$ cat config.mk
export PLATFORM = sky130hd
export DESIGN_NAME = ysyx_22050710_cache_axi4full_bridge
export DESIGN_NICKNAME = d
export VERILOG_FILES = /design/src/rtl/ysyx_22050710_axi_pkg.sv /design/src/rtl/ysyx_22050710_axi_line_collector.sv /design/src/rtl/ysyx_22050710_cache_axi4full_bridge.sv
export SDC_FILE = /design/constraint.sdc
export NUM_CORES = 1
export LEC_CHECK = 0
export ABC_AREA = 1
export ABC_CLOCK_PERIOD_IN_PS = 2000
export BUFFER_PORTS_ARGS = -buffer_cell sky130_fd_sc_hd__buf_2
export CORE_AREA = 3 3 203 205
export CTS_CLUSTER_DIAMETER = 150
export DETAILED_ROUTE_END_ITERATION = 8
export DIE_AREA = 0 0 206 208
export MAX_ROUTING_LAYER = met4
export SKIP_LAST_GASP = 1
export SYNTH_ARGS = -nofsm -noshare
export SYNTH_HDL_FRONTEND = slang
export SYNTH_SLANG_ARGS = --single-unit
$ cat constraint.sdc
create_clock -name i_aclk -period 2 [get_ports i_aclk]
set_input_delay 0.5 -clock i_aclk [delete_from_list [all_inputs] [get_ports i_aclk]]
set_output_delay 0.5 -clock i_aclk [all_outputs]
set_load 0.05 [all_outputs]
$ cat src/rtl/ysyx_22050710_axi_pkg.sv
// Shared AXI4 definitions: burst/response codes, size encoding and the
// cache-bridge state encoding.
package ysyx_22050710_axi_pkg;

  localparam logic [1:0] BURST_FIXED = 2'b00;
  localparam logic [1:0] BURST_INCR  = 2'b01;
  localparam logic [1:0] BURST_WRAP  = 2'b10;

  localparam logic [1:0] RESP_OKAY   = 2'b00;
  localparam logic [1:0] RESP_EXOKAY = 2'b01;
  localparam logic [1:0] RESP_SLVERR = 2'b10;
  localparam logic [1:0] RESP_DECERR = 2'b11;

  typedef enum logic [2:0] {
    ST_IDLE  = 3'd0,
    ST_RADDR = 3'd1,
    ST_RDATA = 3'd2,
    ST_WADDR = 3'd3,
    ST_WRESP = 3'd4,
    ST_DONE  = 3'd5
  } bridge_state_e;

  // AxSIZE encoding for a beat of nbytes bytes (nbytes a power of two up to 128)
  function automatic logic [2:0] axi_size(input int unsigned nbytes);
    logic [2:0] size_v;
    size_v = 3'd0;
    for (int i = 0; i < 8; i++) begin
      if ((32'd1 << i) == nbytes) begin
        size_v = 3'(i);
      end else begin
        size_v = size_v;
      end
    end
    return size_v;
  endfunction

endpackage

$ cat src/rtl/ysyx_22050710_axi_line_collector.sv
// Read-beat collector: beat counter, line buffer and rlast/rresp checking.
module ysyx_22050710_axi_line_collector
  import ysyx_22050710_axi_pkg::*;
#(
  parameter int DATA_WIDTH = 64,
  parameter int LINE_BEATS = 2,
  parameter int CNT_W      = $clog2(LINE_BEATS) + 1
) (
  input  logic                             clk,
  input  logic                             rst_n,
  input  logic                             clear,
  input  logic                             r_fire,
  input  logic [DATA_WIDTH-1:0]            rdata,
  input  logic [1:0]                       rresp,
  input  logic                             rlast,
  input  logic [CNT_W-1:0]                 last_idx,
  output logic [LINE_BEATS*DATA_WIDTH-1:0] line_data,
  output logic                             final_beat,
  output logic                             beat_err
);

  localparam int IDX_W = $clog2(LINE_BEATS);

  logic [CNT_W-1:0]                 beat_cnt_r;
  logic [LINE_BEATS*DATA_WIDTH-1:0] line_r;
  logic                             is_last_s;

  assign is_last_s  = (beat_cnt_r == last_idx);
  assign final_beat = r_fire && is_last_s;
  // rlast must coincide exactly with the beat the bridge expects to be final
  assign beat_err   = r_fire && ((rresp != RESP_OKAY) || (rlast != is_last_s));
  assign line_data  = line_r;

  always_ff @(posedge clk or negedge rst_n) begin
    if (!rst_n) begin
      beat_cnt_r <= '0;
      line_r     <= '0;
    end else if (clear) begin
      beat_cnt_r <= '0;
    end else if (r_fire && (beat_cnt_r < CNT_W'(LINE_BEATS))) begin
      line_r[beat_cnt_r[IDX_W-1:0]*DATA_WIDTH +: DATA_WIDTH] <= rdata;
      beat_cnt_r <= beat_cnt_r + CNT_W'(1);
    end
  end

endmodule

$ cat src/rtl/ysyx_22050710_cache_axi4full_bridge.sv
// Cache/LSU request port to AXI4-full master: line refill, single read or
// single write, one transaction outstanding.
module ysyx_22050710_cache_axi4full_bridge
  import ysyx_22050710_axi_pkg::*;
#(
  parameter int         DATA_WIDTH = 64,
  parameter int         ADDR_WIDTH = 32,
  parameter int         STRB_WIDTH = DATA_WIDTH / 8,
  parameter int         LINE_BEATS = 2,
  parameter logic [3:0] AXI_ID     = 4'd0
) (
  input  logic                             i_aclk,
  input  logic                             i_arsetn,
  input  logic                             i_req_valid,
  output logic                             o_req_ready,
  input  logic                             i_req_wen,
  input  logic                             i_req_line,
  input  logic [ADDR_WIDTH-1:0]            i_req_addr,
  input  logic [DATA_WIDTH-1:0]            i_req_wdata,
  input  logic [STRB_WIDTH-1:0]            i_req_wstrb,
  output logic                             o_resp_valid,
  output logic [LINE_BEATS*DATA_WIDTH-1:0] o_resp_rdata,
  output logic                             o_resp_err,
  output logic [3:0]                       o_awid,
  output logic [ADDR_WIDTH-1:0]            o_awaddr,
  output logic [7:0]                       o_awlen,
  output logic [2:0]                       o_awsize,
  output logic [1:0]                       o_awburst,
  output logic                             o_awlock,
  output logic [3:0]                       o_awcache,
  output logic [2:0]                       o_awprot,
  output logic                             o_awvalid,
  input  logic                             i_awready,
  output logic [3:0]                       o_wid,
  output logic [DATA_WIDTH-1:0]            o_wdata,
  output logic [STRB_WIDTH-1:0]            o_wstrb,
  output logic                             o_wlast,
  output logic                             o_wvalid,
  input  logic                             i_wready,
  input  logic [3:0]                       i_bid,
  input  logic [1:0]                       i_bresp,
  input  logic                             i_bvalid,
  output logic                             o_bready,
  output logic [3:0]                       o_arid,
  output logic [ADDR_WIDTH-1:0]            o_araddr,
  output logic [7:0]                       o_arlen,
  output logic [2:0]                       o_arsize,
  output logic [1:0]                       o_arburst,
  output logic                             o_arlock,
  output logic [3:0]                       o_arcache,
  output logic [2:0]                       o_arprot,
  output logic                             o_arvalid,
  input  logic                             i_arready,
  input  logic [3:0]                       i_rid,
  input  logic [DATA_WIDTH-1:0]            i_rdata,
  input  logic [1:0]                       i_rresp,
  input  logic                             i_rlast,
  input  logic                             i_rvalid,
  output logic                             o_rready
);

  localparam int         BEAT_OFF  = $clog2(STRB_WIDTH);
  localparam int         LINE_OFF  = $clog2(LINE_BEATS * STRB_WIDTH);
  localparam int         CNT_W     = $clog2(LINE_BEATS) + 1;
  localparam logic [2:0] BEAT_SIZE = axi_size(STRB_WIDTH);

  bridge_state_e                  state_r;
  bridge_state_e                  state_s;
  logic                           line_r;
  logic [ADDR_WIDTH-1:BEAT_OFF]   addr_r;
  logic [DATA_WIDTH-1:0]          wdata_r;
  logic [STRB_WIDTH-1:0]          wstrb_r;
  logic                           err_r;
  logic                           aw_done_r;
  logic                           w_done_r;
  logic                           req_fire_s;
  logic                           ar_fire_s;
  logic                           r_fire_s;
  logic                           aw_fire_s;
  logic                           w_fire_s;
  logic                           b_fire_s;
  logic                           final_beat_s;
  logic                           beat_err_s;
  logic [CNT_W-1:0]               last_idx_s;
  logic [ADDR_WIDTH-1:0]          araddr_s;
  logic [7:0]                     arlen_s;
  logic                           unused_s;

  assign unused_s = ^{i_bid, i_rid, i_req_addr[BEAT_OFF-1:0]};

  assign req_fire_s = i_req_valid && o_req_ready;
  assign ar_fire_s  = o_arvalid && i_arready;
  assign r_fire_s   = o_rready && i_rvalid;
  assign aw_fire_s  = o_awvalid && i_awready;
  assign w_fire_s   = o_wvalid && i_wready;
  assign b_fire_s   = o_bready && i_bvalid;

  // State register
  always_ff @(posedge i_aclk or negedge i_arsetn) begin
    if (!i_arsetn) begin
      state_r <= ST_IDLE;
    end else begin
      state_r <= state_s;
    end
  end

  // Next-state decode
  always_comb begin
    state_s = state_r;
    case (state_r)
      ST_IDLE: begin
        if (i_req_valid) begin
          state_s = i_req_wen ? ST_WADDR : ST_RADDR;
        end else begin
          state_s = ST_IDLE;
        end
      end
      ST_RADDR: begin
        if (ar_fire_s) state_s = ST_RDATA;
        else           state_s = ST_RADDR;
      end
      ST_RDATA: begin
        if (final_beat_s) state_s = ST_DONE;
        else              state_s = ST_RDATA;
      end
      ST_WADDR: begin
        if ((aw_done_r || aw_fire_s) && (w_done_r || w_fire_s)) state_s = ST_WRESP;
        else                                                    state_s = ST_WADDR;
      end
      ST_WRESP: begin
        if (b_fire_s) state_s = ST_DONE;
        else          state_s = ST_WRESP;
      end
      ST_DONE: state_s = ST_IDLE;
      default: state_s = ST_IDLE;
    endcase
  end

  // Request capture, AW/W completion flags and error accumulation
  always_ff @(posedge i_aclk or negedge i_arsetn) begin
    if (!i_arsetn) begin
      line_r    <= 1'b0;
      addr_r    <= '0;
      wdata_r   <= '0;
      wstrb_r   <= '0;
      err_r     <= 1'b0;
      aw_done_r <= 1'b0;
      w_done_r  <= 1'b0;
    end else if (req_fire_s) begin
      line_r    <= i_req_line;
      addr_r    <= i_req_addr[ADDR_WIDTH-1:BEAT_OFF];
      wdata_r   <= i_req_wdata;
      wstrb_r   <= i_req_wstrb;
      err_r     <= 1'b0;
      aw_done_r <= 1'b0;
      w_done_r  <= 1'b0;
    end else begin
      if (aw_fire_s) aw_done_r <= 1'b1;
      if (w_fire_s)  w_done_r  <= 1'b1;
      if (beat_err_s || (b_fire_s && (i_bresp != RESP_OKAY))) err_r <= 1'b1;
    end
  end

  // Read address/length: line refills align to the line, single reads to the beat
  always_comb begin
    araddr_s   = {addr_r, {BEAT_OFF{1'b0}}};
    arlen_s    = 8'd0;
    last_idx_s = '0;
    if (line_r) begin
      araddr_s[LINE_OFF-1:0] = '0;
      arlen_s                = 8'(LINE_BEATS - 1);
      last_idx_s             = CNT_W'(LINE_BEATS - 1);
    end else begin
      araddr_s[LINE_OFF-1:0] = araddr_s[LINE_OFF-1:0];
    end
  end

  ysyx_22050710_axi_line_collector #(
    .DATA_WIDTH (DATA_WIDTH),
    .LINE_BEATS (LINE_BEATS),
    .CNT_W      (CNT_W)
  ) u_collector (
    .clk        (i_aclk),
    .rst_n      (i_arsetn),
    .clear      (req_fire_s),
    .r_fire     (r_fire_s),
    .rdata      (i_rdata),
    .rresp      (i_rresp),
    .rlast      (i_rlast),
    .last_idx   (last_idx_s),
    .line_data  (o_resp_rdata),
    .final_beat (final_beat_s),
    .beat_err   (beat_err_s)
  );

  assign o_req_ready  = (state_r == ST_IDLE);
  assign o_resp_valid = (state_r == ST_DONE);
  assign o_resp_err   = err_r;

  assign o_arid    = AXI_ID;
  assign o_araddr  = araddr_s;
  assign o_arlen   = arlen_s;
  assign o_arsize  = BEAT_SIZE;
  assign o_arburst = BURST_INCR;
  assign o_arlock  = 1'b0;
  assign o_arcache = 4'd0;
  assign o_arprot  = 3'd0;
  assign o_arvalid = (state_r == ST_RADDR);
  assign o_rready  = (state_r == ST_RDATA);

  assign o_awid    = AXI_ID;
  assign o_awaddr  = {addr_r, {BEAT_OFF{1'b0}}};
  assign o_awlen   = 8'd0;
  assign o_awsize  = BEAT_SIZE;
  assign o_awburst = BURST_INCR;
  assign o_awlock  = 1'b0;
  assign o_awcache = 4'd0;
  assign o_awprot  = 3'd0;
  assign o_awvalid = (state_r == ST_WADDR) && !aw_done_r;

  assign o_wid     = AXI_ID;
  assign o_wdata   = wdata_r;
  assign o_wstrb   = wstrb_r;
  assign o_wlast   = 1'b1;
  assign o_wvalid  = (state_r == ST_WADDR) && !w_done_r;
  assign o_bready  = (state_r == ST_WRESP);

endmodule

==> run summary, run 1 <==
worst skew pair latency = 550 ps
Compound-Gate Fraction of Synth Area = 0.6648%
outcome = complete, no violations
drt wl/cell = 14.61 um
largest fanout on the critical path = 4
fin crit period = 1994 ps
Clock Tree Buf Depth = 3
setup violators final = 0
IO buf count = 446
Routed Antenna Nets = 0
Max Freq = 501.5 MHz
first-pass GRT wire length = 46,160 um
Worst Hold Class = in2reg
GRT met2 Usage = 23.60%
Layout Area Growth over Synthesis = 36.53%
final WL = 30,800 um
Mapped Cells = 1,130
DR pass1 iterations = 4
clk slew on worst S/H paths = 60 ps
vias = 8,435
layout cells sized above 1 = 34.50%
hold slack = 142.9 ps
CTS tree = built
WP data arrival = 1490 ps
worst endpoint required time = 1500 ps
TritonCTS buffer count = 27
IO Count = 518
Die Width = 206 um
Final Cycle Share = 99.69%
die area = 42,850 um^2
remaining routing DRC violations = 0
worst slew pin tran = 512.1 ps
Final Skew = 18.21 ps
htree depth = 1
Max-cap violations = 0
leading post-synthesis cells by cell area = dfrtp_1, nand2_1, buf_4
initial antenna violation count = 6
Rows = 73
Post-Synth Adder-Cell Area = 0%
post-synth top area cell = dfrtp_1
final-layout fill cell count = 4,234
Routability Congestion = 0.7871
critical path's largest stage delay = 450 ps
WS Path Type = reg2out
met3 usage = 3.724%
dpl cell area = 12,310 um^2
CP cell instances = inv_4 -> nand3_4 -> nor2_4 -> buf_8
Initial Util = 24.69%
yosys warns = 0
M1 GR Usage = 16.63%
CP endpoint kind = output port
multiplexer share of the synthesized area = 0%
Seq/Total Area, Yosys = 60.85%
XOR/XNOR Fraction of Synth Area = 0%
Post-Synth Simple-Gate Area = 28.10%
core area = 39,640 um^2
RSZ-0062 raised after global routing = yes
design area = 13,360 um^2
Max Slew Vio Count = 0
Mapped Avg Cell Area = 8.661 um^2
Vias/cell = 4.001
Die H = 208 um
cell at the slowest stage of the critical path = dfrtp_2
Worst slew margin = 65.86%
CTS root buffer = clkbuf_16
gr ovfl total = 0
Detailed Place HPWL = 22,440 um
post-synth top area share = 60.85%
Synth Register Bits = 238
largest family of logic cells by synthesized area = simple AND/OR/NAND/NOR gates
Cell Area, Synth = 9787 um^2
vias in the first global route = 8,044
Hold Fails Final Rpt = 0
largest net degree at the start of global routing = 108
CP Launch Type = flop
Top Usage Layer GRT = met2
GRT Util Overall = 13.95%
number of distinct library cells after synthesis = 23
CTS sink count = 238
DRT iter0 DRCs = 282
Final #Nets = 1,747
## cells in the mapped netlist
cell type	instances
a21oi_1	1
buf_2	23
buf_4	90
buf_6	5
clkbuf_1	19
conb_1	2
dfrtp_1	238
inv_1	19
inv_2	5
nand2_1	692
nand2_2	1
nand2b_1	1
nand3_1	5
nand3_2	1
nand3b_1	1
nand4_1	2
nor2_1	8
nor2_4	4
nor3_1	2
o211ai_1	1
o21ai_0	2
o21ai_1	7
o21bai_1	1
## cells in the final DEF (no fill, tap or decap), types with 3 or more instances in the layout
cell and n:
o21ai_1 7, clkbuf_16 27, clkbuf_1 5, dfrtp_2 3, clkbuf_8 6, nor2_1 5
diode_2 6, buf_2 438, buf_8 5, nand2_1 691, inv_2 6, clkinv_2 6
inv_1 16, buf_12 11, conb_1 60, nor2_4 7, nand3_1 4, dfrtp_1 235
buf_4 19
## layout make-up
type | count | area (um^2) | area share, %
inverters | 24 | 95.09 | 0.7117
flip-flops and latches | 238 | 5959 | 44.60
diodes | 6 | 15.01 | 0.1124
repair buffers | 476 | 2663 | 19.93
clock buffers | 38 | 777.0 | 5.815
multi-input cells | 789 | 3094 | 23.16
well taps | 525 | 656.9 | 4.916
clock inverters | 12 | 101.3 | 0.7585
## worst max-delay path, delay by kind of cell (launching register included)
| kind | cells | cell delay, ps |
|---|---|---|
| buffers and inverters | 2 | 250 |
| DFF | 1 | 450 |
| and+or+nand+nor | 2 | 240 |
## path summary, 6_finish.rpt
kind                                            from                         to  slack [ps]  cells past startpoint
setup reg to reg                          state_r[0]  u_collector.line_data[15]         260                      9
setup / recovery                          state_r[2]                  o_awvalid           6                      4
hold / removal                       i_req_wdata[34]                o_wdata[34]         140                      3
min in group asynchronous                   i_arsetn  u_collector.line_data[72]         510                      2
hold reg to reg            u_collector.line_data[70]  u_collector.line_data[70]         460                      2
max in group asynchronous                   i_arsetn                 o_wdata[5]         880                      3
## layer usage
layer  wire [um]  up-vias
li1            -     4097
met1       12480     3981
met2       15280      321
met3        2406       36
met4         634        0
met5           0        -
## cell families after synthesis
logic type,after synthesis
DFF,238
buffers and inverters,161
AOI/OAI and AO/OA,12
other,2
and+or+nand+nor,717
## timing repair
| item | 4_1_cts | 5_1_grt |
|---|---|---|
| endpoints found under the setup margin | 7 | 6 |
| hold buffers | 1 | 0 |
| pin swaps | 2 | 4 |
| hold endpoints to repair | 44 | 0 |
| setup buffers | 2 | 4 |
| gates resized for setup | 28 | 7 |
## stage by stage
| stage | util, % | TNS (ps) | std cells | setup WS, ps |
|---|---|---|---|---|
| floorplan | - | 0 | 1188 | 131.6 |
| global placement | 31.04 | 0 | 2045 | 286.9 |
| detailed placement | 31.04 | 0 | 2045 | 278.3 |
| CTS | 33.55 | -261.0 | 2098 | -68.93 |
| global route | 33.71 | -365.4 | 2108 | -77.52 |
| finish | 33.71 | 0 | 2108 | 6.141 |
## registers in the layout (all words and copies together) (netlist names)
name,cells
aw_done_r,1
u_collector.line_data,128
u_collector.beat_cnt_r,2
state_r,3
o_wdata,64
line_r,1
addr_r,29
w_done_r,1
o_resp_err,1
o_wstrb,8
Power of run 1 is not shown: default switching activity piles up to over one toggle a cycle in this logic, so the estimate is an artifact.
==> run 2: changes to the inputs <==
- PLACE_DENSITY: not set -> 0.57
==> run 2 against run 1 <==
Cell count decreased by 0.28%. Worst hold slack better by 14 ps. Maximum frequency rose by 0.19%. Critical path depth unchanged. Design area shrank 0.29%. Via count is 0.19% higher. Clock-buffer cell count up 3. Highest routed layer unchanged. Utilization shrank 0.098 points. Wire length increased by 1.4%. Critical path type unchanged. Sequential cell count unchanged.
==> run summary, run 2 (same netlist as run 1, synthesis figures left out) <==
R2R Setup Slk = 330 ps (+70 ps)
Bufs and invs on worst path = 2 (unchanged)
Routed Antenna Nets = 0 (unchanged)
TritonCTS buffer count = 27 (unchanged)
CTS sink count = 238 (unchanged)
PnR worst setup slack = 9.964 ps (+3.823 ps)
initial antenna violation count = 2 (-4)
Hold Fails Final Rpt = 0 (unchanged)
vias = 8,451 (+0.19%)
CP cell instances = inv_2 -> nand3_4 -> nor2_4 -> buf_6
CP endpoint kind = output port
drt wl/cell = 14.86 um (+1.7%)
most frequent cells in the layout = nand2_1, buf_2, dfrtp_1
Final #Nets = 1,749 (+0.11%)
Max Slew Vio Count = 0 (unchanged)
worst endpoint required time = 1500 ps (about the same)
final WL = 31,240 um (+1.4%)
Initial Util = 24.69% (unchanged)
crit-path leading delay family = flip-flops
Clock Tree Buf Depth = 3 (unchanged)
Routability Congestion = 0.8473 (+7.6%)
CTS tree = built
GRT met2 Usage = 23.58% (about the same)
IO Count = 518 (unchanged)
die area = 42,850 um^2 (unchanged)
layout cells sized above 1 = 34.16% (-0.34 points)
fin crit period = 1990 ps (-3.823 ps)
Multi-input gate area = 3088 um^2 (-0.20%)
worst skew pair latency = 550 ps (about the same)
Final Skew = 18.09 ps (-0.1219 ps)
Rows = 73 (unchanged)
M1 GR Usage = 17.65% (+1.0 points)
Max Freq = 502.5 MHz (+0.19%)
Vias/cell = 4.020 (+0.48%)
Layout Area Growth over Synthesis = 36.13%
largest net degree at the start of global routing = 86 (-20%)
Max-cap violations = 0 (unchanged)
critical path's largest stage delay = 400 ps (-50 ps)
vias in the first global route = 8,082 (+0.47%)
gr ovfl total = 0 (unchanged)
most common cell after layout, fill and taps aside = nand2_1
met3 usage = 3.036% (-0.69 points)
RSZ-0062 raised after global routing = yes
Final Cycle Share = 99.50% (-0.19 points)
DRT iter0 DRCs = 495 (+76%)
Post-Place Setup Slack = 309.9 ps (+31.62 ps)
final-layout fill cell count = 4,287 (+1.3%)
Sequential Area = 5958 um^2 (about the same)
Top Usage Layer GRT = met2
clk slew on worst S/H paths = 60 ps (about the same)
setup violators final = 0 (unchanged)
outcome = complete, no violations
htree depth = 1 (unchanged)
Die H = 208 um (unchanged)
Die Width = 206 um (unchanged)
cell at the slowest stage of the critical path = dfrtp_1
remaining routing DRC violations = 0 (unchanged)
hold slack = 156.7 ps (+13.82 ps)
core area = 39,640 um^2 (unchanged)
WP data arrival = 1490 ps (about the same)
largest fanout on the critical path = 4 (unchanged)
first-pass GRT wire length = 46,970 um (+1.7%)
CTS root buffer = clkbuf_16
Detailed Place HPWL = 22,730 um (+1.3%)
CP Launch Type = flop
DR pass1 iterations = 5 (+1)
GRT Util Overall = 14.23% (+0.29 points)
Worst Hold Class = in2reg
WS Path Type = reg2out
IO buf count = 446 (unchanged)
max reg flops = 128 (unchanged)
[run 2: cell types whose count changed in the layout (fill, tap and decap cells not counted), moves of 2 or more]
cell and delta:
buf_4 +2, buf_6 +2, clkbuf_1 +2, clkinv_2 -4, diode_2 -4, inv_4 -2
[run 2: final timing paths]
| check | from | endpoint | cells past startpoint |
|---|---|---|---|
| setup reg to reg | state_r[1] | u_collector.line_data[97] | 9 |
| min in group asynchronous | i_arsetn | u_collector.line_data[65] | 2 |
| max in group asynchronous | i_arsetn | o_wdata[48] | 3 |
| hold reg to reg | u_collector.line_data[98] | u_collector.line_data[98] | 2 |
| hold / removal | i_req_wdata[30] | o_wdata[30] | 3 |
| setup / recovery | state_r[2] | o_wvalid | 4 |
[run 2: area by class of cell]
type | instances | area share (%)
Sequential cell | 238 | 44.72
Multi-Input combinational cell | 789 | 23.18
Timing Repair Buffer | 478 | 20.00
Clock buffer | 41 | 5.992
Tap cell | 525 | 4.930
Inverter | 24 | 0.6856
Clock inverter | 5 | 0.4508
Antenna cell | 2 | 0.03757
[run 2: worst reg2reg max path: cells and delay by family, from the launching register on]
kind | cells | cell delay, ps
and+or+nand+nor | 6 | 700
buffers and inverters | 3 | 430
DFF | 1 | 450
[run 2: repair_timing]
item	in CTS	in global routing
gates resized for setup	26	4
setup endpoints to repair	7	7
setup buffers	2	3
hold endpoints to repair	28	0
hold buffers	1	0
pin swaps	1	0
[run 2: through the flow]
| stage | util [%] | instances | setup TNS [ps] | area [um^2] |
|---|---|---|---|---|
| after CTS | 33.50 | 2097 | -115.8 | 13280 |
| after global placement | 31.07 | 2048 | 0 | 12320 |
| final | 33.61 | 2102 | 0 | 13320 |
| after detailed placement | 31.07 | 2048 | 0 | 12320 |
| after floorplan | - | 1188 | 0 | 10010 |
| after global routing | 33.61 | 2102 | -320.6 | 13320 |
[run 2: metal layers]
layer	vias to the layer above	routed length (um)
met5	-	0
met4	0	667
met3	39	2365
met2	304	15400
met1	4017	12810
li1	4091	-
Power of run 2 is left out for the same reason.
